===== config.mk =====
export PLATFORM = sky130hd
export DESIGN_NAME = chip8_mem_arbiter_flat
export DESIGN_NICKNAME = d
export VERILOG_FILES = /design/src/rtl/chip8_mem_arbiter_if.sv /design/src/rtl/chip8_mem_arbiter.sv /design/src/flat_wrapper.sv
export SDC_FILE = /design/constraint.sdc
export NUM_CORES = 1
export LEC_CHECK = 0
export ABC_AREA = 1
export BUFFER_PORTS_ARGS = -buffer_cell sky130_fd_sc_hd__buf_2
export CAP_MARGIN = 30
export CORE_MARGIN = 5
export CORE_UTILIZATION = 53
export CTS_CLUSTER_SIZE = 20
export DETAILED_ROUTE_END_ITERATION = 16
export GPL_ROUTABILITY_DRIVEN = 0
export PLACE_DENSITY_LB_ADDON = 0.3
export SETUP_SLACK_MARGIN = 0.1
export SYNTH_ARGS = -nofsm -noshare
export SYNTH_HDL_FRONTEND = slang
export SYNTH_SLANG_ARGS = --single-unit
export TNS_END_PERCENT = 1

===== constraint.sdc =====
create_clock -name clk_in -period 3.4 [get_ports clk_in]
set_clock_uncertainty 0.15 [all_clocks]
set_input_delay 0.34 -clock clk_in [delete_from_list [all_inputs] [get_ports clk_in]]
set_output_delay 0.34 -clock clk_in [all_outputs]
set_load 0.02 [all_outputs]

===== src/rtl/chip8_mem_arbiter_if.sv =====
// chip8_mem_arbiter_if: requester and memory-side signals of the CHIP-8 memory arbiter
interface chip8_mem_arbiter_if;
    logic        proc_valid_in;
    logic [11:0] proc_addr_in;
    logic        proc_we_in;
    logic [1:0]  proc_type_in;
    logic [15:0] proc_wdata_in;
    logic        proc_ready_out;
    logic        proc_rvalid_out;
    logic        video_valid_in;
    logic [11:0] video_addr_in;
    logic        video_ready_out;
    logic        video_rvalid_out;
    logic        debug_valid_in;
    logic [11:0] debug_addr_in;
    logic        debug_we_in;
    logic [1:0]  debug_type_in;
    logic [15:0] debug_wdata_in;
    logic        debug_ready_out;
    logic        debug_rvalid_out;
    logic [15:0] data_out;
    logic [11:0] mem_addr_out;
    logic        mem_we_out;
    logic [7:0]  mem_din_out;
    logic [7:0]  mem_dout_in;

    modport slave (
        input  proc_valid_in, proc_addr_in, proc_we_in, proc_type_in, proc_wdata_in,
        input  video_valid_in, video_addr_in,
        input  debug_valid_in, debug_addr_in, debug_we_in, debug_type_in, debug_wdata_in,
        input  mem_dout_in,
        output proc_ready_out, proc_rvalid_out, video_ready_out, video_rvalid_out,
        output debug_ready_out, debug_rvalid_out, data_out,
        output mem_addr_out, mem_we_out, mem_din_out
    );

    modport master (
        output proc_valid_in, proc_addr_in, proc_we_in, proc_type_in, proc_wdata_in,
        output video_valid_in, video_addr_in,
        output debug_valid_in, debug_addr_in, debug_we_in, debug_type_in, debug_wdata_in,
        output mem_dout_in,
        input  proc_ready_out, proc_rvalid_out, video_ready_out, video_rvalid_out,
        input  debug_ready_out, debug_rvalid_out, data_out,
        input  mem_addr_out, mem_we_out, mem_din_out
    );
endinterface


===== src/rtl/chip8_mem_arbiter.sv =====
// chip8_mem_arbiter: shares the byte-wide CHIP-8 memory among debug, proc and video requesters
module chip8_mem_arbiter #(
    parameter int MEM_LATENCY    = 2,
    parameter int VIDEO_MAX_WAIT = 8
) (
    input logic                clk_in,
    input logic                rst_in,
    chip8_mem_arbiter_if.slave bus
);
    localparam int WW = $clog2(VIDEO_MAX_WAIT + 2);
    localparam logic [WW-1:0] VMAX = WW'(VIDEO_MAX_WAIT);
    localparam logic [1:0] ID_PROC  = 2'd0;
    localparam logic [1:0] ID_VIDEO = 2'd1;
    localparam logic [1:0] ID_DEBUG = 2'd2;

    typedef enum logic {IDLE, BEAT1} state_t;
    typedef struct packed {logic valid; logic [1:0] id; logic hi; logic last;} tag_t;

    state_t        state, state_nxt;
    logic [WW-1:0] video_wait;
    logic [11:0]   b1_addr;
    logic          b1_we;
    logic [7:0]    b1_din;
    logic [1:0]    b1_id;
    tag_t          tags [MEM_LATENCY];
    tag_t          tag_in, tag_out;
    logic [7:0]    hi_byte;
    logic          hi_pend;
    logic          g_debug, g_proc, g_video, issue, beat1, word, sel_we;
    logic [11:0]   sel_addr;
    logic [15:0]   sel_wdata;
    logic [1:0]    sel_id;

    assign tag_out = tags[MEM_LATENCY-1];

    // grant arbitration, beat issue to memory and read-tag generation
    always_comb begin
        g_debug   = !rst_in && state == IDLE && bus.debug_valid_in;
        g_video   = !rst_in && state == IDLE && !bus.debug_valid_in && bus.video_valid_in &&
                    (video_wait == VMAX || !bus.proc_valid_in);
        g_proc    = !rst_in && state == IDLE && !bus.debug_valid_in && bus.proc_valid_in && !g_video;
        issue     = g_debug || g_proc || g_video;
        beat1     = !rst_in && state == BEAT1;
        sel_id    = g_debug ? ID_DEBUG : g_proc ? ID_PROC : ID_VIDEO;
        sel_addr  = g_debug ? bus.debug_addr_in : g_proc ? bus.proc_addr_in : bus.video_addr_in;
        sel_we    = g_debug ? bus.debug_we_in : g_proc && bus.proc_we_in;
        sel_wdata = g_debug ? bus.debug_wdata_in : bus.proc_wdata_in;
        word      = g_debug ? bus.debug_type_in == 2'd1 : g_proc && bus.proc_type_in == 2'd1;
        state_nxt = issue && word ? BEAT1 : IDLE;
        bus.debug_ready_out = g_debug;
        bus.proc_ready_out  = g_proc;
        bus.video_ready_out = g_video;
        bus.mem_addr_out = beat1 ? b1_addr + 12'd1 : issue ? sel_addr : 12'd0;
        bus.mem_we_out   = beat1 ? b1_we : issue && sel_we;
        bus.mem_din_out  = beat1 ? b1_din : word ? sel_wdata[15:8] : sel_wdata[7:0];
        tag_in.valid = beat1 ? !b1_we : issue && !sel_we;
        tag_in.id    = beat1 ? b1_id : sel_id;
        tag_in.hi    = !beat1 && word;
        tag_in.last  = beat1 || !word;
    end

    // FSM state, plus the low-byte beat context captured when a word is accepted
    always_ff @(posedge clk_in) begin
        state <= rst_in ? IDLE : state_nxt;
        if (issue && word) begin
            b1_addr <= sel_addr;
            b1_we   <= sel_we;
            b1_din  <= sel_wdata[7:0];
            b1_id   <= sel_id;
        end
    end

    // tag pipeline aligned to memory latency; assembles read data and pulses rvalid on the last beat
    always_ff @(posedge clk_in) begin
        if (rst_in) begin
            for (int i = 0; i < MEM_LATENCY; i++) tags[i] <= '0;
            hi_byte              <= 8'h00;
            hi_pend              <= 1'b0;
            bus.data_out         <= 16'h0000;
            bus.proc_rvalid_out  <= 1'b0;
            bus.video_rvalid_out <= 1'b0;
            bus.debug_rvalid_out <= 1'b0;
        end else begin
            tags[0] <= tag_in;
            for (int i = 1; i < MEM_LATENCY; i++) tags[i] <= tags[i-1];
            hi_pend <= tag_out.valid && tag_out.hi;
            if (tag_out.valid && tag_out.hi) hi_byte <= bus.mem_dout_in;
            if (tag_out.valid && tag_out.last) bus.data_out <= {hi_pend ? hi_byte : 8'h00, bus.mem_dout_in};
            bus.proc_rvalid_out  <= tag_out.valid && tag_out.last && tag_out.id == ID_PROC;
            bus.video_rvalid_out <= tag_out.valid && tag_out.last && tag_out.id == ID_VIDEO;
            bus.debug_rvalid_out <= tag_out.valid && tag_out.last && tag_out.id == ID_DEBUG;
        end
    end

    // video starvation counter: counts stalled cycles, saturating at VIDEO_MAX_WAIT
    always_ff @(posedge clk_in) begin
        if (rst_in || !bus.video_valid_in || g_video) video_wait <= '0;
        else if (video_wait != VMAX) video_wait <= video_wait + 1'b1;
    end
endmodule


===== src/flat_wrapper.sv =====
// flat-port wrapper written by rule: the top's interface ports become plain ports
module chip8_mem_arbiter_flat 
#(
    parameter int MEM_LATENCY    = 2,
    parameter int VIDEO_MAX_WAIT = 8
)
  (clk_in, rst_in, bus_proc_valid_in, bus_proc_addr_in, bus_proc_we_in, bus_proc_type_in, bus_proc_wdata_in, bus_video_valid_in, bus_video_addr_in, bus_debug_valid_in, bus_debug_addr_in, bus_debug_we_in, bus_debug_type_in, bus_debug_wdata_in, bus_mem_dout_in, bus_proc_ready_out, bus_proc_rvalid_out, bus_video_ready_out, bus_video_rvalid_out, bus_debug_ready_out, bus_debug_rvalid_out, bus_data_out, bus_mem_addr_out, bus_mem_we_out, bus_mem_din_out);
  chip8_mem_arbiter_if bus_i ();
  input logic clk_in;
  input logic rst_in;
  input wire logic [$bits(bus_i.proc_valid_in)-1:0] bus_proc_valid_in;
  input wire logic [$bits(bus_i.proc_addr_in)-1:0] bus_proc_addr_in;
  input wire logic [$bits(bus_i.proc_we_in)-1:0] bus_proc_we_in;
  input wire logic [$bits(bus_i.proc_type_in)-1:0] bus_proc_type_in;
  input wire logic [$bits(bus_i.proc_wdata_in)-1:0] bus_proc_wdata_in;
  input wire logic [$bits(bus_i.video_valid_in)-1:0] bus_video_valid_in;
  input wire logic [$bits(bus_i.video_addr_in)-1:0] bus_video_addr_in;
  input wire logic [$bits(bus_i.debug_valid_in)-1:0] bus_debug_valid_in;
  input wire logic [$bits(bus_i.debug_addr_in)-1:0] bus_debug_addr_in;
  input wire logic [$bits(bus_i.debug_we_in)-1:0] bus_debug_we_in;
  input wire logic [$bits(bus_i.debug_type_in)-1:0] bus_debug_type_in;
  input wire logic [$bits(bus_i.debug_wdata_in)-1:0] bus_debug_wdata_in;
  input wire logic [$bits(bus_i.mem_dout_in)-1:0] bus_mem_dout_in;
  output wire logic [$bits(bus_i.proc_ready_out)-1:0] bus_proc_ready_out;
  output wire logic [$bits(bus_i.proc_rvalid_out)-1:0] bus_proc_rvalid_out;
  output wire logic [$bits(bus_i.video_ready_out)-1:0] bus_video_ready_out;
  output wire logic [$bits(bus_i.video_rvalid_out)-1:0] bus_video_rvalid_out;
  output wire logic [$bits(bus_i.debug_ready_out)-1:0] bus_debug_ready_out;
  output wire logic [$bits(bus_i.debug_rvalid_out)-1:0] bus_debug_rvalid_out;
  output wire logic [$bits(bus_i.data_out)-1:0] bus_data_out;
  output wire logic [$bits(bus_i.mem_addr_out)-1:0] bus_mem_addr_out;
  output wire logic [$bits(bus_i.mem_we_out)-1:0] bus_mem_we_out;
  output wire logic [$bits(bus_i.mem_din_out)-1:0] bus_mem_din_out;
  assign bus_i.proc_valid_in = bus_proc_valid_in;
  assign bus_i.proc_addr_in = bus_proc_addr_in;
  assign bus_i.proc_we_in = bus_proc_we_in;
  assign bus_i.proc_type_in = bus_proc_type_in;
  assign bus_i.proc_wdata_in = bus_proc_wdata_in;
  assign bus_i.video_valid_in = bus_video_valid_in;
  assign bus_i.video_addr_in = bus_video_addr_in;
  assign bus_i.debug_valid_in = bus_debug_valid_in;
  assign bus_i.debug_addr_in = bus_debug_addr_in;
  assign bus_i.debug_we_in = bus_debug_we_in;
  assign bus_i.debug_type_in = bus_debug_type_in;
  assign bus_i.debug_wdata_in = bus_debug_wdata_in;
  assign bus_i.mem_dout_in = bus_mem_dout_in;
  assign bus_proc_ready_out = bus_i.proc_ready_out;
  assign bus_proc_rvalid_out = bus_i.proc_rvalid_out;
  assign bus_video_ready_out = bus_i.video_ready_out;
  assign bus_video_rvalid_out = bus_i.video_rvalid_out;
  assign bus_debug_ready_out = bus_i.debug_ready_out;
  assign bus_debug_rvalid_out = bus_i.debug_rvalid_out;
  assign bus_data_out = bus_i.data_out;
  assign bus_mem_addr_out = bus_i.mem_addr_out;
  assign bus_mem_we_out = bus_i.mem_we_out;
  assign bus_mem_din_out = bus_i.mem_din_out;
  chip8_mem_arbiter #(.MEM_LATENCY(MEM_LATENCY), .VIDEO_MAX_WAIT(VIDEO_MAX_WAIT)) u_core (.clk_in(clk_in), .rst_in(rst_in), .bus(bus_i));
endmodule

==> results_dict.tcl <==
set metrics [dict create \
    cts_sinks 66 \
    grt_pass1_wl_um 15400 \
    drv_slew 0 \
    viasPerCell 5.32 \
    p_per_area_nw_per_um2 420 \
    remaining_drc_errors 0 \
    clock.fmax_mhz 331 \
    synthFlopType "dfxtp_1" \
    hold_viol 0 \
    arrival_ps 2530 \
    wire_per_inst_um 13.8 \
    rr_startpoint "u_core.video_wait[0]" \
    cts-root-buf "clkbuf_8" \
    fillers 528 \
    grt_util_met2 0.381 \
    whs_path_depth 3 \
    synth_area_um2 3460 \
    yosysSeqAreaShare 0.448 \
    chipHeight_um 90.8 \
    grt_busiest_layer "met2" \
    grtUsageMet3 0.0558 \
    postRouteAntennaNets 0 \
    holdPathEnd "u_core.bus.data_out[5]" \
    crit_path_start_kind "flop" \
    fin_crit_ps 3020 \
    antenna_found_initial 0 \
    cts_setup_buffers 0 \
    synth_edf_count 23 \
    hold_ws_ps 123 \
    syn_area_per_cell_um2 7.36 \
    dp_hpwl_um 6820 \
    rsz0062_at_grt "no" \
    antenna_cells 0 \
    crit_type "reg -> out" \
    hp-start "bus_mem_dout_in[5]" \
    htreeDepth 3 \
    synth_cell_types 32 \
    synth-seq-cells 66 \
    drv_cap 0 \
    cp-end-kind "primary output" \
    die_w_um 90.8 \
    multiInputGateArea_um2 1570 \
    tritoncts "done" \
    dr_total_vias 3595 \
    finalSetupTns_ps 0 \
    post-route-period-util 0.887 \
    holdBufCountCts 0 \
    rows 29 \
    r2r_slack_ps 800 \
    area_growth_pct 24.6 \
    drtIter0Drc 216 \
    cts_resized 0 \
    relSlewSlack 0.618 \
    r2r_cells 8 \
    async_flop_share 0 \
    drive_gt1_frac 0.290 \
    die_area_um2 8240 \
    grt_max_degree 63 \
    clockBufferDepth 2 \
    fin_util 0.679 \
    clk_latency_ps 330 \
    synthCells 470 \
    grt_pass1_vias 3438 \
    synth_nets 560 \
    r2r_end "u_core.b1_addr[1]" \
    use_met1 0.274 \
    setup_viol 0 \
    ys_warn_count 0 \
    tightest_slew_ps 572 \
    hp-class "in -> reg" \
    power_leakage_nw 2.14 \
    dpl-instance-area_um2 4110 \
    port_buffers 129 \
    final_area_um2 4310 \
    overflow 0 \
    vdd_ir_drop_max_mv 0.242 \
    core_um2 6350 \
    cp.required_ps 2910 \
    start_util 0.545 \
    numCtsBuffers 9 \
    cts.clk_slew.worst_paths_ps 70 \
    fin_nets 684 \
    routed_wl_um 9300 \
    ios 130 \
    crit_fanout 19 \
    run_status "complete, no violations" \
    regArea_um2 1550 \
    grt_usage 0.222 \
    dr.pass1.iters 5 \
]
## placed cells by master (no fill, tap or decap), drive strengths merged
cell type / instances
buf: 133
nand2: 98
nand3: 74
nor2: 61
inv: 59
o21ai: 48
dfxtp: 43
edfxtp: 23
a31oi: 12
clkbuf: 10
or2: 8
a21oi: 7
nor3: 4
clkinv: 4
nand4: 3
ha: 3
xor2: 2
nor4: 2
o21bai: 1
nand3b: 1
xnor2: 1
o211ai: 1
bufinv: 1
## synth_stat cells, types with 2 or more instances
library cell | count | area [um^2]
nand2_1 | 90 | 338
nand3_1 | 70 | 350
nor2_1 | 58 | 218
inv_1 | 55 | 206
o21ai_0 | 48 | 240
dfxtp_1 | 43 | 861
edfxtp_1 | 23 | 691
a31oi_1 | 12 | 75.1
buf_2 | 8 | 40.0
or2_2 | 8 | 50.1
a21oi_1 | 7 | 35.0
nand2_2 | 6 | 37.5
clkbuf_1 | 5 | 18.8
nand3_2 | 4 | 40.0
nor3_1 | 4 | 20.0
buf_6 | 3 | 33.8
ha_1 | 3 | 37.5
nand4_1 | 3 | 18.8
buf_1 | 2 | 7.51
inv_2 | 2 | 7.51
nand2_4 | 2 | 22.5
nor2_2 | 2 | 12.5
nor4_1 | 2 | 12.5
xor2_1 | 2 | 17.5
## layout make-up
type                       instances  area share
sequential                        66       0.360
inverter                          58      0.0505
clock inverter                     6      0.0148
multi-input combinational        326       0.364
tap                               77      0.0224
clock buffer                      10      0.0319
timing repair buffer             133       0.157
## cell families after synthesis
logic type	synth area share
AND/OR/NAND/NOR	0.329
buffers and inverters	0.0984
AO/OA/AOI/OAI	0.106
flip-flops	0.448
XOR/XNOR	0.00760
adder cells (fa/ha/maj)	0.0109
## through the flow
stage,setup slack (ps),total power [mW],instances
final,383,1.81,676
after global routing,175,1.90,676
after CTS,390,1.82,676
after detailed placement,707,1.16,660
after global placement,808,1.16,660
after floorplan,1200,1.06,470
## state kept, by name, summed over array words and instances (netlist names)
signal	flops
u_core.b1_addr	12
u_core.state	1
u_core.bus.proc_rvalid_out	1
u_core.bus.video_rvalid_out	1
u_core.b1_id	2
u_core.bus.debug_rvalid_out	1
u_core.hi_byte	8
u_core.b1_din	8
u_core.video_wait	4
u_core.hi_pend	1
u_core.b1_we	1
u_core.tags	10
u_core.bus.data_out	16
## per-layer routing
layer	part of all wire	vias to the layer above
met1	0.41	1622
met3	0.093	15
met2	0.48	167
met5	0	-
li1	-	1791
met4	0.015	0
## power by group
| part | switching [mW] | internal [mW] | total, mW |
|---|---|---|---|
| clock | 0.300 | 0.360 | 0.660 |
| sequential | 0.0105 | 0.843 | 0.853 |
| combinational | 0.182 | 0.113 | 0.295 |
| total | 0.493 | 1.32 | 1.81 |
## worst max-delay path, stage by stage (launching register included)
cell and delay (ps):
dfxtp_1 390, inv_1 80, ha_1 260, nand3_2 130, nand2_1 90, nand2_4 210
nand3_2 250, nand2_2 400, nand2_1 100, nand3_1 80, nand2_1 50, buf_2 150
## worst max-delay path by stage
stage,startpoint,slack (ps),to,cells past startpoint
final,u_core.video_wait[0],380,bus_mem_din_out[1],11
after detailed placement,rst_in,710,bus_mem_din_out[5],10
after CTS,u_core.video_wait[0],390,bus_mem_din_out[1],11
after global placement,rst_in,810,bus_mem_din_out[7],10
after global routing,u_core.video_wait[0],180,bus_mem_din_out[1],11
after floorplan,u_core.video_wait[0],1200,bus_mem_din_out[0],10
(Power assumes the default switching activity.)
